[config.mk]
export PLATFORM = sky130hd
export DESIGN_NAME = decode_instruction_queue
export DESIGN_NICKNAME = d
export VERILOG_FILES = /design/src/rtl/decode_instruction_queue_pkg.sv /design/src/rtl/decode_instruction_queue_illegal_instruction_checker.sv /design/src/rtl/decode_instruction_queue.sv
export SDC_FILE = /design/constraint.sdc
export NUM_CORES = 1
export LEC_CHECK = 0
export ABC_AREA = 1
export CORE_MARGIN = 4
export CORE_UTILIZATION = 43
export CTS_BUF_LIST = sky130_fd_sc_hd__clkbuf_8
export DETAILED_ROUTE_END_ITERATION = 10
export GPL_ROUTABILITY_DRIVEN = 0
export MAX_ROUTING_LAYER = met4
export PLACE_DENSITY = 0.68
export SLEW_MARGIN = 15
export SYNTH_ARGS = -nofsm -noshare
export SYNTH_HDL_FRONTEND = slang
export SYNTH_SLANG_ARGS = --single-unit
export TNS_END_PERCENT = 5
[constraint.sdc]
create_clock -name clk -period 6 [get_ports clk]
set_input_delay 1.2 -clock clk [delete_from_list [all_inputs] [get_ports clk]]
set_output_delay 1.2 -clock clk [all_outputs]
set_load 0.01 [all_outputs]
[src/rtl/decode_instruction_queue_pkg.sv]
// Shared configuration and type packages for the decode instruction queue.
// Entry layout depends on DECODE_QUEUE_ILLEGAL_PRECHECK_EN.
package taiga_config;
  localparam int unsigned DECODE_QUEUE_DEPTH = 4;
endpackage

package taiga_types;
  typedef struct packed {
    logic [31:0] pc;
    logic [31:0] instruction;
    logic        fetch_fault;
`ifdef DECODE_QUEUE_ILLEGAL_PRECHECK_EN
    logic        illegal;
`endif
  } decode_queue_entry_t;

  typedef enum logic [1:0] {
    Q_EMPTY,
    Q_PARTIAL,
    Q_FULL
  } queue_state_t;
endpackage

[src/rtl/decode_instruction_queue_illegal_instruction_checker.sv]
// RV32I base-encoding legality check applied to fetched instruction words.
module illegal_instruction_checker (
  input  logic [31:0] instruction,
  output logic        illegal
);
  logic [6:0] opcode;
  logic [2:0] funct3;
  logic [6:0] funct7;

  assign opcode = instruction[6:0];
  assign funct3 = instruction[14:12];
  assign funct7 = instruction[31:25];

  always_comb begin
    illegal = 1'b1;
    case (opcode)
      7'b0110111, 7'b0010111, 7'b1101111, 7'b0001111: illegal = 1'b0;
      7'b1100111: illegal = (funct3 != 3'b000);
      7'b1100011: illegal = (funct3 == 3'b010) || (funct3 == 3'b011);
      7'b0000011: illegal = (funct3 == 3'b011) || (funct3 == 3'b110) || (funct3 == 3'b111);
      7'b0100011: illegal = funct3[2] || (funct3[1:0] == 2'b11);
      7'b0010011: begin
        case (funct3)
          3'b001:  illegal = (funct7 != 7'b0000000);
          3'b101:  illegal = (funct7 != 7'b0000000) && (funct7 != 7'b0100000);
          default: illegal = 1'b0;
        endcase
      end
      7'b0110011: illegal = !((funct7 == 7'b0000000) ||
                              ((funct7 == 7'b0100000) && ((funct3 == 3'b000) || (funct3 == 3'b101))));
      7'b1110011: begin
        // Privileged funct3=0 group: only ECALL, EBREAK, MRET, WFI with rs1=rd=0
        if (funct3 == 3'b000)
          illegal = !((instruction[19:7] == 13'd0) &&
                      (instruction[31:20] inside {12'h000, 12'h001, 12'h302, 12'h105}));
        else
          illegal = (funct3 == 3'b100);
      end
      default: illegal = 1'b1;
    endcase
  end
endmodule

[src/rtl/decode_instruction_queue.sv]
// In-order fetch-to-decode instruction queue with flush and occupancy FSM.
// Optional illegal-instruction precheck: DECODE_QUEUE_ILLEGAL_PRECHECK_EN.
module decode_instruction_queue
  import taiga_config::*;
  import taiga_types::*;
#(
  parameter int unsigned DEPTH = DECODE_QUEUE_DEPTH
) (
  input  logic                     clk,
  input  logic                     rst_n,
  input  logic                     flush,
  input  logic                     push,
  input  logic [31:0]              push_pc,
  input  logic [31:0]              push_instruction,
  input  logic                     push_fetch_fault,
  output logic                     full,
  input  logic                     pop,
  output logic                     valid,
  output logic [31:0]              pc,
  output logic [31:0]              instruction,
  output logic                     fetch_fault,
  output logic                     illegal,
  output logic [$clog2(DEPTH):0]   count
);
  localparam int unsigned PW = $clog2(DEPTH);
  localparam int unsigned CW = PW + 1;
  localparam logic [PW-1:0] PTR_ONE  = PW'(1);
  localparam logic [CW-1:0] CNT_ONE  = CW'(1);
  localparam logic [CW-1:0] CNT_LAST = CW'(DEPTH - 1);

  queue_state_t        state, state_next;
  logic [PW-1:0]       rd_ptr, wr_ptr, rd_ptr_next, wr_ptr_next;
  logic [CW-1:0]       count_next;
  logic                push_ok, pop_ok;
  decode_queue_entry_t mem [DEPTH];
  decode_queue_entry_t entry_in, head;

`ifdef DECODE_QUEUE_ILLEGAL_PRECHECK_EN
  logic push_illegal;

  illegal_instruction_checker u_illegal_checker (
    .instruction (push_instruction),
    .illegal     (push_illegal)
  );
`endif

  always_comb begin
    entry_in             = '0;
    entry_in.pc          = push_pc;
    entry_in.instruction = push_instruction;
    entry_in.fetch_fault = push_fetch_fault;
`ifdef DECODE_QUEUE_ILLEGAL_PRECHECK_EN
    entry_in.illegal     = push_illegal;
`endif
  end

  always_comb begin
    push_ok     = push && (state != Q_FULL);
    pop_ok      = pop && (state != Q_EMPTY);
    state_next  = state;
    rd_ptr_next = rd_ptr;
    wr_ptr_next = wr_ptr;
    count_next  = count;

    if (push_ok) wr_ptr_next = wr_ptr + PTR_ONE;
    if (pop_ok)  rd_ptr_next = rd_ptr + PTR_ONE;
    if (push_ok && !pop_ok)      count_next = count + CNT_ONE;
    else if (pop_ok && !push_ok) count_next = count - CNT_ONE;

    case (state)
      Q_EMPTY:   if (push_ok) state_next = Q_PARTIAL;
      Q_PARTIAL: begin
        if (push_ok && !pop_ok && (count == CNT_LAST)) state_next = Q_FULL;
        else if (pop_ok && !push_ok && (count == CNT_ONE)) state_next = Q_EMPTY;
      end
      Q_FULL:    if (pop_ok) state_next = Q_PARTIAL;
      default:   state_next = Q_EMPTY;
    endcase

    if (flush) begin
      state_next  = Q_EMPTY;
      rd_ptr_next = '0;
      wr_ptr_next = '0;
      count_next  = '0;
    end
  end

  always_ff @(posedge clk) begin
    if (!rst_n) begin
      state  <= Q_EMPTY;
      rd_ptr <= '0;
      wr_ptr <= '0;
      count  <= '0;
    end else begin
      state  <= state_next;
      rd_ptr <= rd_ptr_next;
      wr_ptr <= wr_ptr_next;
      count  <= count_next;
    end
  end

  // Storage is not reset; the pointers alone define which entries are live.
  always_ff @(posedge clk) begin
    if (rst_n && !flush && push_ok)
      mem[wr_ptr] <= entry_in;
  end

  assign valid = (state != Q_EMPTY);
  assign full  = (state == Q_FULL);
  assign head  = mem[rd_ptr];

  assign pc          = valid ? head.pc          : '0;
  assign instruction = valid ? head.instruction : '0;
  assign fetch_fault = valid ? head.fetch_fault : 1'b0;
`ifdef DECODE_QUEUE_ILLEGAL_PRECHECK_EN
  assign illegal     = valid ? head.illegal     : 1'b0;
`else
  assign illegal     = 1'b0;
`endif
endmodule

; ---- Word-level counts from Yosys, hierarchy flattened
; Memories as Yosys holds them, arrays and structs flattened. A register that Yosys moved wholly into a read port is not among the register bits.
; Index checks and enable logic that the tools add are counted.
[classes]
add_sub_neg = 4
n_lt_le_gt_ge = 0
shifts = 0
eq_ne = 8
muxes = 14
n_bitwise = 1
n_reduce_logical = 16
div_mod_pow = 0
multipliers = 0
[op_table]
columns = op, count
row1 = 2-to-1 mux 32 bit, 2
row2 = 2-to-1 mux 2 bit, 6
row3 = logical AND 1 bit, 8
row4 = 2-to-1 mux 3 bit, 2
row5 = one-hot mux 2 bit (3 select lines), 1
row6 = "adder 2 x 1 -> 2 bit, second input constant", 2
row7 = "!= test 2 bit, second input constant", 2
row8 = nonzero test 2 bit, 2
row9 = "adder 3 x 1 -> 3 bit, second input constant", 1
row10 = "equality test 3 x 1 -> 1 bit, second input constant", 1
row11 = "equality test 3 x 2 -> 1 bit, second input constant", 1
row12 = zero test 1 bit, 3
row13 = 2-to-1 mux 1 bit, 3
row14 = "!= test 3 bit, second input constant", 1
row15 = AND reduction 3 bit, 1
row16 = "subtractor 3 x 1 -> 3 bit, second input constant", 1
row17 = "equality test 2 x 1 -> 1 bit, second input constant", 1
row18 = "equality test 2 bit, second input constant", 1
row19 = zero test 2 bit, 1
row20 = "!= test 2 x 1 -> 1 bit, second input constant", 1
row21 = OR reduction 2 bit, 1
row22 = NOT 1 bit, 1
[totals]
mem_bits_rw = 260
output_inout_bits = 71
ff_bits = 9
latch_bits = 0
inputBits = 70
mem_bits_ro = 0
memories = 1
[mem_list]
columns = name, words, width, rd, rd_clocked_by_memory_dff, wr, line
row1 = mem, 4, 65, 1, 1, 1, decode_instruction_queue.sv:35  ; decode_queue_entry_t mem [DEPTH];

; ---- Logic depth before layout (Yosys ltp)
[logic_depth]
ltp_word = 8
mapped_depth = 10

; ---- Least setup slack after synthesis
; No wires, ideal clock.
[synth_path]
kind = input to register
from = input port rst_n
to = memory mem[0][0] (netlist bit) (enable)
t_arrival_ns = 4.358
cell_stages = 4
path_slack_ns = 1.153
required_time_ns = 5.512
cell_sequence = inv_1 > nor2_1 > nand2_1 > nor2_1
[synth_between]
elab_chain_cells = 4
[synth_rtl]
columns = element, line
row1 = "start, declared", decode_instruction_queue.sv:10  ; input logic rst_n,
row2 = logical AND 1 bit (2 in a row), decode_instruction_queue.sv:104  ; if (rst_n && !flush && push_ok)
row3 = 2-to-1 mux 1 bit, decode_instruction_queue.sv:104
row4 = 2-to-1 mux 1 bit (implied by the code), decode_instruction_queue.sv:105  ; mem[wr_ptr] <= entry_in;
row5 = "end, declared", decode_instruction_queue.sv:35
; Every way passes these cells.

==> impl_metrics.csv <==
group,metric,value,unit
setup_path,worst-path-max-fanout,66,
setup_path,slowest_delay,0.63,ns
synth,ys_async_sr_fraction,0,%
sta,clock_skew,0.01753,ns
synth,synth-edff-count,260,
synth,synth_nets,938,
detailed_routing,drc,0,
setup_path,crit_type,"flop to primary output",
synth,netlist_area,10740,um^2
synth,seq_area_frac_synth,74.78,%
setup_path,r2r_start,"state[0]$_SDFFE_PP0P_",
run_status,outcome,"finished, final reports clean",
detailed_routing,drt-total-wl,23.99,mm
sta,tightest_slew,1.165,ns
synth,netlist.area_leader.share,72.73,%
detailed_routing,drt_first_iter_violations,437,
setup_path,start_kind,"flop",
setup_path,cpMaxStageDelayCell,"buf_4",
flow_run,cap_violations,0,
cts,clock_latency,0.53,ns
synth,syn_area_per_cell,12.51,um^2
die,die_w,166.0,um
die,dieHeight,166.0,um
sta,slew-limit-headroom,22.33,%
sta,timing.setup.tns,0,ns
cts,clk_path_buf_depth,3,
worst_hold_path,hp-class,"flop to flop",
setup_path,crit_top_cell,"buf_4",
cts,root_buffer,"clkbuf_8",
global_route,grt_pass1_vias,6998,
setup_path,worstReg2RegEnd,"mem[3][11]$_DFFE_PP_",
cts,cts_buffers,44,
setup_path,ff2ff_path_depth,7,
synth,synth_area_leaders,"edfxtp_1 (73%), nor2_1 (9.4%), a21oi_1 (3.4%)",
synth,ys_ff_latch,271,
setup_path,path_buf_inv,4,
die,start_util,43.89,%
detailed_routing,drt_pass1_iterations,5,
die,std_cell_rows,57,
detailed_routing,dr_total_vias,6853,
pwr,ir_drop,0.1787,mV
detailed_routing,detail-route-antenna-nets,0,
detailed_routing,via_per_inst,5.039,
detailed_routing,routedWlPerCell,17.64,um
worst_hold_path,min-delay-start,"rd_ptr[1]$_SDFFE_PP0P_",
global_route,grt_max_degree,131,
setup_path,worstSetupPathDepth,7,
setup_path,required,4.80,ns
die,io_pins,141,
pwr,leakagePower,0.004495,uW
sta,max_freq,0.2120,GHz
global_route,gr-total-overflow,0,
global_route,antenna_found_initial,0,
place,port_buffers,139,
sta,rsz0062_at_grt,"false",
cts,cts_setup_buffers,0,
synth,ys.warnings.count,0,
layout,layout_common_cells,"nor2_1 (266), edfxtp_1 (260), clkdlybuf4s50_1 (139)",
setup_path,cp_cell_sequence,"buf_4 -> inv_2 -> buf_4 -> nor2_1 -> o21ai_0 -> a21oi_1 -> clkdlybuf4s50_1",
sta,min_period,4.716,ns
cts,post_cts_resized,0,
setup_path,regToRegSetupSlack,3.28,ns
die,core_area,24460,um^2
setup_path,worstSetupEndpointType,"primary output",
synth,synthCells,858,
global_route,grt_usage,17.63,%
layout,layout.nets,1084,
layout,synthToLayoutAreaGrowth,22.28,%
die,fp.dieArea,27560,um^2
synth,ys_types,22,
cts,clkTransAtPathRegs,0.06,ns
pwr,power.density,281.3,nW/um^2
cts,cts_tree,"yes",
layout,final_common_cell,"nor2_1",
cts,cts_num_sinks,271,
setup_path,arrival,3.52,ns
sta,hold_violations,0,
cts,cts_max_level,2,
place,dp_hpwl,14.24,mm
synth,synth_flop_cell,"edfxtp_1",
layout,final_layout_size_suffix_gt1_share,7.246,%
cts,cts_hold_buf,0,
sta,setup_viol,0,
pwr,p_total,3692,uW
setup_path,endpoint,"pc[8]",
sta,slew_viol_final,0,
setup_path,cp_top_family,"buffers and inverters",
sta,timing.final.crit_share,78.60,%
synth,synth_top_cell_by_area,"edfxtp_1",
global_route,grt_pass1_wl,38.06,mm
## metal layers
layer / GRT usage [%] / wire length [um] / vias up
li1: - / - / 3315
met4: 4.017 / 342 / 0
met3: 3.880 / 1421 / 34
met1: 23.00 / 10520 / 3300
met2: 28.60 / 11710 / 204
met5: - / 0 / -
## state kept, by name, summed over array words and instances, names as in the netlist, named ones only
signal  count
mem       260
wr_ptr      2
rd_ptr      2
count       3
state       2
## cell usage after synthesis, types with 3 or more instances
cell type and n:
clkbuf_2 10, buf_4 3, nand3_1 6, dfxtp_1 11
nor2_1 270, o21ai_0 69, ha_1 10, inv_1 23
edfxtp_1 260, a21oi_1 74, buf_2 20, nand2_1 10
buf_6 10, clkbuf_1 6, o21ai_1 67
## worst min path at each step
stage          endpoint  cells past startpoint
6_report           flop                      2
5_1_grt            flop                      2
4_1_cts            flop                      2
3_5_place_dp       flop                      2
3_3_place_gp       flop                      2
2_1_floorplan      flop                      2
## stage by stage
stage | instances | area, um^2 | util (%) | hold WS, ns | setup slack [ns]
after CTS | 1359 | 13120 | 53.64 | 0.4662 | 1.183
final | 1360 | 13130 | 53.66 | 0.4673 | 1.284
after global placement | 1281 | 12330 | 50.41 | 0.4420 | 1.785
after floorplan | 858 | 10740 | - | 0.4334 | 1.153
after global routing | 1359 | 13130 | 53.65 | 0.4998 | 1.058
after detailed placement | 1282 | 12350 | 50.49 | 0.4517 | 1.793
## report_power, final
part / switching (uW) / internal [uW]
Combinational: 101 / 85.2
Sequential: 7.11 / 2100
Clock: 675 / 727
Total: 783 / 2910
## worst register-to-register path, stage by stage (launching register included)
cell     delay [ns]
dfxtp_1        0.40
inv_1          0.10
nand2_1        0.08
nand2_1        0.13
inv_1          0.10
nand2_1        0.22
nor2_4         0.90
buf_4          0.46
## final cells by class
type                            instances  area (um^2)
Timing Repair Buffer                  151         1494
Fill cell                            2072        11330
Clock buffer                           44        605.6
Inverter                               25        98.84
Clock inverter                         33        166.4
Antenna cell                            1        2.502
Sequential cell                       271         8033
Tap cell                              324        405.4
Multi-Input combinational cell        511         2322
## kinds of logic after synthesis
group,after synthesis,share of synthesized area [%]
AND/OR/NAND/NOR,289,10.23
flip-flops,271,74.78
AO/OA/AOI/OAI,210,9.790
buffers and inverters,76,3.916
adder cells (fa/ha/maj),10,1.166
XOR/XNOR,1,0.08160
other,1,0.03493
Power figures use the tool's default switching activity.
